$ cat src/rtl/header_rx_framer.sv
// header_rx_framer: assembles NUM_BYTES UART bytes into one block-header word,
// publishes it with a valid/ack handshake, and drops partial frames after an
// inter-byte timeout. The header register is separate from the shift buffer so a
// new frame can stream in while the core still holds the previous header.
module header_rx_framer #(
    parameter int NUM_BYTES      = 80,
    parameter int DATA_WIDTH     = 640,
    parameter int TIMEOUT_CYCLES = 50000
) (
    input  logic                  clock,
    input  logic                  reset,
    input  logic [7:0]            rx_data,
    input  logic                  rx_rdy,
    output logic                  rdy_clr,
    output logic [DATA_WIDTH-1:0] header,
    output logic                  header_valid,
    input  logic                  header_ack,
    output logic [6:0]            byte_count,
    output logic                  timeout_err,
    output logic                  overrun_err
);

    localparam int TW = $clog2(TIMEOUT_CYCLES + 1);
    localparam logic [6:0]    LAST_COUNT = 7'(NUM_BYTES - 1);
    localparam logic [TW-1:0] TIMER_LAST = TW'(TIMEOUT_CYCLES - 1);

    typedef enum logic [1:0] {
        IDLE = 2'd0,
        RECV = 2'd1,
        CLRW = 2'd2
    } state_t;

    state_t                state_r;
    // The top byte of a full frame is never held here: on completion the header
    // is taken from the shifted value that already includes the final byte.
    logic [DATA_WIDTH-9:0] buffer_r;
    logic [TW-1:0]         timer_r;

    logic [DATA_WIDTH-1:0] shifted_s;
    logic                  capture_s;
    logic                  last_byte_s;
    logic                  timer_on_s;
    logic                  expire_s;

    // Decode capture, completion and timer-expiry conditions for this cycle.
    always_comb begin
        shifted_s   = {buffer_r, rx_data};
        capture_s   = 1'b0;
        last_byte_s = 1'b0;
        timer_on_s  = 1'b0;
        expire_s    = 1'b0;
        if ((state_r == IDLE) || (state_r == RECV)) begin
            capture_s = rx_rdy;
        end else begin
            capture_s = 1'b0;
        end
        if (byte_count == LAST_COUNT) begin
            last_byte_s = 1'b1;
        end else begin
            last_byte_s = 1'b0;
        end
        if (((state_r == RECV) || (state_r == CLRW)) && (byte_count != 7'd0)) begin
            timer_on_s = 1'b1;
        end else begin
            timer_on_s = 1'b0;
        end
        // A capture in the same cycle always beats the timeout.
        if (timer_on_s && (timer_r == TIMER_LAST) && !capture_s) begin
            expire_s = 1'b1;
        end else begin
            expire_s = 1'b0;
        end
    end

    // Framer state machine with all outputs registered.
    always_ff @(posedge clock or posedge reset) begin
        if (reset) begin
            state_r      <= IDLE;
            buffer_r     <= '0;
            timer_r      <= '0;
            rdy_clr      <= 1'b0;
            header       <= '0;
            header_valid <= 1'b0;
            byte_count   <= 7'd0;
            timeout_err  <= 1'b0;
            overrun_err  <= 1'b0;
        end else begin
            rdy_clr     <= 1'b0;
            timeout_err <= 1'b0;
            overrun_err <= 1'b0;
            // Ack clears valid; a completion below in the same cycle re-asserts it.
            if (header_ack && header_valid) begin
                header_valid <= 1'b0;
            end else begin
                header_valid <= header_valid;
            end
            case (state_r)
                IDLE, RECV: begin
                    if (capture_s) begin
                        buffer_r <= shifted_s[DATA_WIDTH-9:0];
                        rdy_clr  <= 1'b1;
                        timer_r  <= '0;
                        state_r  <= CLRW;
                        if (last_byte_s) begin
                            header       <= shifted_s;
                            header_valid <= 1'b1;
                            byte_count   <= 7'd0;
                            if (header_valid && !header_ack) begin
                                overrun_err <= 1'b1;
                            end else begin
                                overrun_err <= 1'b0;
                            end
                        end else begin
                            byte_count <= byte_count + 7'd1;
                        end
                    end else if (expire_s) begin
                        buffer_r    <= '0;
                        byte_count  <= 7'd0;
                        timer_r     <= '0;
                        timeout_err <= 1'b1;
                        state_r     <= IDLE;
                    end else if (timer_on_s) begin
                        timer_r <= timer_r + TW'(1);
                    end else begin
                        timer_r <= '0;
                    end
                end
                CLRW: begin
                    if (expire_s) begin
                        buffer_r    <= '0;
                        byte_count  <= 7'd0;
                        timer_r     <= '0;
                        timeout_err <= 1'b1;
                        state_r     <= IDLE;
                    end else begin
                        if (timer_on_s) begin
                            timer_r <= timer_r + TW'(1);
                        end else begin
                            timer_r <= '0;
                        end
                        // rx_rdy stays high until the UART sees the strobe; wait it out.
                        if (!rx_rdy) begin
                            if (byte_count == 7'd0) begin
                                state_r <= IDLE;
                            end else begin
                                state_r <= RECV;
                            end
                        end else begin
                            state_r <= CLRW;
                        end
                    end
                end
                default: begin
                    state_r <= IDLE;
                end
            endcase
        end
    end

endmodule
$ cat config.mk
export PLATFORM = sky130hd
export DESIGN_NAME = header_rx_framer
export DESIGN_NICKNAME = d
export VERILOG_FILES = /design/src/rtl/header_rx_framer.sv
export SDC_FILE = /design/constraint.sdc
export NUM_CORES = 2
export LEC_CHECK = 0
export BUFFER_PORTS_ARGS = -buffer_cell sky130_fd_sc_hd__buf_4
export CAP_MARGIN = 40
export CORE_MARGIN = 4
export CORE_UTILIZATION = 58
export DETAILED_ROUTE_END_ITERATION = 16
export MAX_ROUTING_LAYER = met4
export PLACE_DENSITY = 0.8
export SYNTH_ARGS = -nofsm -noshare
export SYNTH_HDL_FRONTEND = slang
export SYNTH_SLANG_ARGS = --single-unit
$ cat constraint.sdc
create_clock -name clock -period 60.8 [get_ports clock]
set_input_delay 12.16 -clock clock [delete_from_list [all_inputs] [get_ports clock]]
set_output_delay 12.16 -clock clock [all_outputs]
set_load 0.05 [all_outputs]
==> After elaboration in Yosys (flattened, before gate mapping) <==
Cells that the tools add are included.
{ "op_classes": {"n_addsub": 2, "mux": 34, "eq_ne": 5, "reduce_logical": 15} }
{ "ops": {"columns": ["cell", "count"], "rows": [
  ["two-way mux 632 bit", 2],
  ["case mux 632 bit (2 select lines)", 1],
  ["two-way mux 16 bit", 3],
  ["case mux 16 bit (2 select lines)", 1],
  ["two-way mux 7 bit", 3],
  ["two-way mux 1 bit", 17],
  ["adder 16 x 1 -> 16 bit (second input constant)", 1],
  ["equality test 16 bit (second input constant)", 1],
  ["case mux 7 bit (2 select lines)", 1],
  ["two-way mux 2 bit", 4],
  ["adder 7 x 1 -> 7 bit (second input constant)", 1],
  ["equality test 7 bit (second input constant)", 1],
  ["logical NOT 7 bit", 1],
  ["nonzero test 7 bit", 1],
  ["logical AND 1 bit", 5],
  ["case mux 2 bit (2 select lines)", 1],
  ["inequality test 3 bit (second input constant)", 1],
  ["AND reduction 3 bit", 1],
  ["equality test 2 x 1 -> 1 bit (second input constant)", 1],
  ["equality test 2 bit (second input constant)", 1],
  ["logical NOT 1 bit", 2],
  ["logical NOT 2 bit", 1],
  ["logical OR 1 bit", 2],
  ["case mux 1 bit (2 select lines)", 1],
  ["other kinds (2)", 2]
]} }
{ "word_totals": {"output_inout_bits": 651, "wordCells": 65, "reg_bits": 1301, "input_bits": 12} }

==> Depth between registers and ports, before layout <==
{ "depth": {"depth_word": 10, "mapped_depth": 9, "depth_no_buf": 7} }

==> Worst setup path after synthesis <==
Ideal clock, no wire load.
{ "synth_path": {"path_kind": "input-to-reg", "start": "in rx_rdy", "end": "reg byte_count[4]", "slack_ns": 47.417, "n_path_buf": 3, "path_stages": 7, "t_arrival_ns": 13.258, "cell_sequence": "o21ai_2 nand2b_1 nor3_2 buf_4 buf_6 buf_6 o21ai_2"} }
{ "synth_via": {"elab_chain_len": 7} }
{ "synth_lines": {"columns": ["item", "line", "source"], "rows": [
  ["from (decl)", "13", "input logic rx_rdy,"],
  ["two-way mux 1 bit *", "52", "if ((state_r == IDLE) || (state_r == RECV)) begin"],
  ["logical NOT 1 bit", "68", "if (timer_on_s && (timer_r == TIMER_LAST) && !capture_s) begin"],
  ["logical AND 1 bit", "68", null],
  ["two-way mux 1 bit", "68", null],
  ["two-way mux 7 bit", null, null],
  ["two-way mux 7 bit", "99", "if (capture_s) begin"],
  ["case mux 7 bit (2 select lines) *", "97", "case (state_r)"],
  ["to (signal assigned)", "114", "byte_count <= byte_count + 7'd1;"],
  ["to (decl)", "18", "output logic [6:0] byte_count,"]
]} }
Every way passes the cells marked *; elsewhere a longest branch is shown, timed or not.
A chain may end at the register's enable or synchronous reset.

==> Final worst setup path <==
{ "layout_path": {"start": "in rx_rdy", "end": "reg buffer_r[196]"} }
{ "layout_via": {"elab_chain_len": 7} }
{ "layout_lines": {"columns": ["item", "line", "source"], "rows": [
  ["two-way mux 1 bit *", "52", null],
  ["logical NOT 1 bit", "68", null],
  ["logical AND 1 bit", "68", null],
  ["two-way mux 1 bit", "68", null],
  ["two-way mux 632 bit", null, null],
  ["two-way mux 632 bit", "99", null],
  ["case mux 632 bit (2 select lines) *", "97", null],
  ["to (signal assigned)", "100", "buffer_r <= shifted_s[DATA_WIDTH-9:0];"],
  ["to (decl)", "36", "logic [DATA_WIDTH-9:0] buffer_r;"]
]} }
Marks and branches as above.

==> impl_metrics.py <==
metrics = {
    "final_layout": {
        "area_delta_synth_final_pct": 19.9,
        "n_fill_cell": 5756,
        "multiInputGateArea_mm2": 0.0176,
        "layout-drive-gt1-share": 0.325,
        "final_cells": 6110,
        "diodes": 0,
        "design_area_mm2": 0.0620,
        "seq_area_mm2": 0.0326,
        "layout.nets": 4863,
    },
    "setup_path": {
        "required_ps": 61410,
        "path_max_fanout": 84,
        "r2r_start": "state_r[1]",
        "r2r_setup_slack_ps": 55490,
        "arrival_ps": 16400,
        "end_kind": "flip-flop",
        "reg2reg_depth": 8,
        "r2r-end": "buffer_r[196]",
        "crit_type": "input pin to flip-flop",
        "worstSetupStartpointType": "input pin",
    },
    "pwr": {
        "powerDensity_mw_per_mm2": 32.1,
        "ir_drop_v": 0.0000283,
        "total_power_mw": 1.99,
        "leakagePower_nw": 31.8,
    },
    "global_route": {
        "grt_usage": 0.296,
        "grt_pass1_wl_mm": 213,
        "antenna_found_initial": 0,
        "grt_remaining_overflow": 0,
        "grt_pass1_vias": 36616,
        "grt_max_degree": 208,
    },
    "synth": {
        "syn_area_per_cell_um2": 12.1,
        "ys_types": 49,
        "syn_area_mm2": 0.0517,
        "synth.area.top_cells": "dfrtp_1 63%, mux2_4 11%, nand2_1 9.3%",
        "yosysWarnings": 0,
        "synthesis.instances": 4272,
        "synth_top_area_frac": 0.629,
        "synth_edf_count": 0,
        "yosys_register_bits": 1301,
        "synthesis.nets": 4291,
        "synth-main-ff-cell": "dfrtp_1",
        "yosysTopAreaCell": "dfrtp_1",
        "async_flop_share": 1.00,
        "synth_seq_area_share": 0.629,
    },
    "clock_network": {
        "cts_buffers": 132,
        "cts_resized": 0,
        "clk_pin_slew_worst_paths_ps": 60,
        "cts_max_path_buffers": 3,
        "cts_max_level": 4,
        "clock_latency_ps": 730,
        "cts.sinks": 1301,
        "cts-root-buf": "clkbuf_16",
        "post_cts_buffers": 0,
        "cts_tree": "yes",
        "cts_hold_buf": 0,
    },
    "floorplan": {
        "io_pins": 663,
        "dieHeight_um": 307,
        "rows": 109,
        "die_w_um": 307,
        "core-area_mm2": 0.0884,
        "die_area_mm2": 0.0940,
        "initial_core_util": 0.585,
    },
    "sta": {
        "worst_slew_pin_slew_ps": 1240,
        "hold_ws_ps": 502,
        "hold_viol_final": 0,
        "fin_crit_ps": 15790,
        "fin_skew_ps": 32.9,
        "tns_ps": 0,
        "post-route-period-util": 0.260,
        "setup_viol": 0,
        "fmax_ghz": 0.0633,
        "rsz0062_at_grt": "false",
        "slew_violations": 0,
        "max_slew_margin": 0.175,
    },
    "route": {
        "first_pass_iters": 7,
        "drcViolationCount": 0,
        "routed.top_layer": "met4",
        "met1Wirelength_mm": 54.0,
        "detail_route.wl_per_cell_um": 22.0,
        "num_vias": 34681,
        "route.met3.wl_mm": 9.77,
        "wl_met2_mm": 65.3,
        "vias_per_cell": 5.68,
        "final_antenna_net_count": 0,
        "wl_mm": 135,
        "first_iter_violations": 3368,
    },
    "placed_design": {
        "port_buffers": 662,
        "place_area_mm2": 0.0575,
        "post-dp-hpwl_mm": 86.7,
        "gp_congestion": 0.868,
        "dp_cells": 5875,
    },
    "hold_path": {
        "min_from": "buffer_r[196]",
        "min_to": "buffer_r[204]",
        "min_path_type": "flip-flop to flip-flop",
        "whs_path_depth": 2,
    },
    "run": {
        "cap_violations": 0,
    },
    "run_status": {
        "status": "finished, final reports clean",
    },
}
-- cells in the final DEF (no fill, tap or decap), types with 16 or more instances in the layout --
cell       synthesis  routed
buf_16             0      16
buf_4              2     700
clkbuf_1         129      22
clkbuf_16          0     136
clkbuf_8           0      26
clkinv_2           0      22
dfrtp_1         1301    1301
mux2_2           262     262
mux2_4           378     378
nand2_1         1281    1280
nor2_1            18      18
o21ai_0          538     538
o21ai_1           80      80
o21ai_2           21      21
-- per-stage QoR --
step | util | worst slack (ps)
5_1_grt | 0.702 | 44800
2_1_floorplan | - | 11970
3_3_place_gp | 0.645 | 44090
6_report | 0.702 | 45010
4_1_cts | 0.702 | 45150
3_5_place_dp | 0.650 | 44440
-- how the worst max path moves through the flow --
| stage | depth (start not counted) | end | startpoint | slack [ps] |
|---|---|---|---|---|
| finish | 9 | buffer_r[196] | rx_rdy | 45010 |
| global route | 9 | buffer_r[144] | rx_rdy | 44800 |
| CTS | 9 | buffer_r[196] | rx_rdy | 45150 |
| detailed placement | 9 | buffer_r[172] | rx_rdy | 44440 |
| global placement | 9 | buffer_r[136] | rx_rdy | 44090 |
| floorplan | 1 | buffer_r[0] | reset | 11970 |
-- final cells by class --
cell class,count,area share
flip-flops and latches,1301,0.525
repair buffers,725,0.0948
well taps,1165,0.0235
inverters,6,0.000484
clock inverters,51,0.0108
multi-input cells,2678,0.283
clock buffers,184,0.0620
-- where the power goes --
| group | switching (mW) | internal, mW | leakage (nW) | total (mW) |
|---|---|---|---|---|
| registers | 0.0351 | 0.899 | 18.1 | 0.934 |
| clock network | 0.344 | 0.499 | 2.23 | 0.843 |
| logic | 0.173 | 0.0419 | 11.4 | 0.214 |
| total | 0.551 | 1.44 | 31.8 | 1.99 |
-- kinds of logic (layout without fill, tap and decap cells) --
logic type,Yosys count,after routing,synth area share
AOI/OAI and AO/OA,663,663,0.0668
xor gates and xnor gates,10,10,0.00169
adders and majority gates,7,7,0.00169
buffers and inverters,293,966,0.0314
DFF,1301,1301,0.629
muxes,641,641,0.167
and+or+nand+nor,1357,1357,0.102
-- critical path, cell delays in order --
cell and delay, ps:
buf_4 130, o21ai_2 180, or3_4 780, buf_4 710, buf_4 520, buf_4 760, buf_4 670, nand2_1 140
o21ai_0 200
-- registers in the layout (all words and copies together) (netlist names) --
name          count
header_valid      1
rdy_clr           1
overrun_err       1
state_r           2
byte_count        7
timer_r          16
header          640
buffer_r        632
timeout_err       1
-- Yosys cell counts, drive strengths merged (3+ instances only) --
| cell | n |
|---|---|
| nor3 | 7 |
| nor2b | 5 |
| inv | 6 |
| dfrtp | 1301 |
| nor4 | 4 |
| o2bb2ai | 4 |
| o21ai | 639 |
| clkbuf | 181 |
| nand2b | 7 |
| nand3 | 7 |
| nor2 | 18 |
| xnor2 | 5 |
| and3 | 9 |
| or3 | 3 |
| mux2 | 640 |
| xor2 | 5 |
| ha | 7 |
| a21o | 4 |
| nor3b | 4 |
| nor4b | 4 |
| buf | 106 |
| a21oi | 4 |
| nand2 | 1281 |
-- metal layers --
layer  global-route usage  vias to the layer above
met5                    -                        -
met4                0.116                        0
met3               0.0693                      286
met2                0.465                     1219
met1                0.378                    17836
li1                     -                    15340
Note: power is estimated with default switching activity, not from simulation.
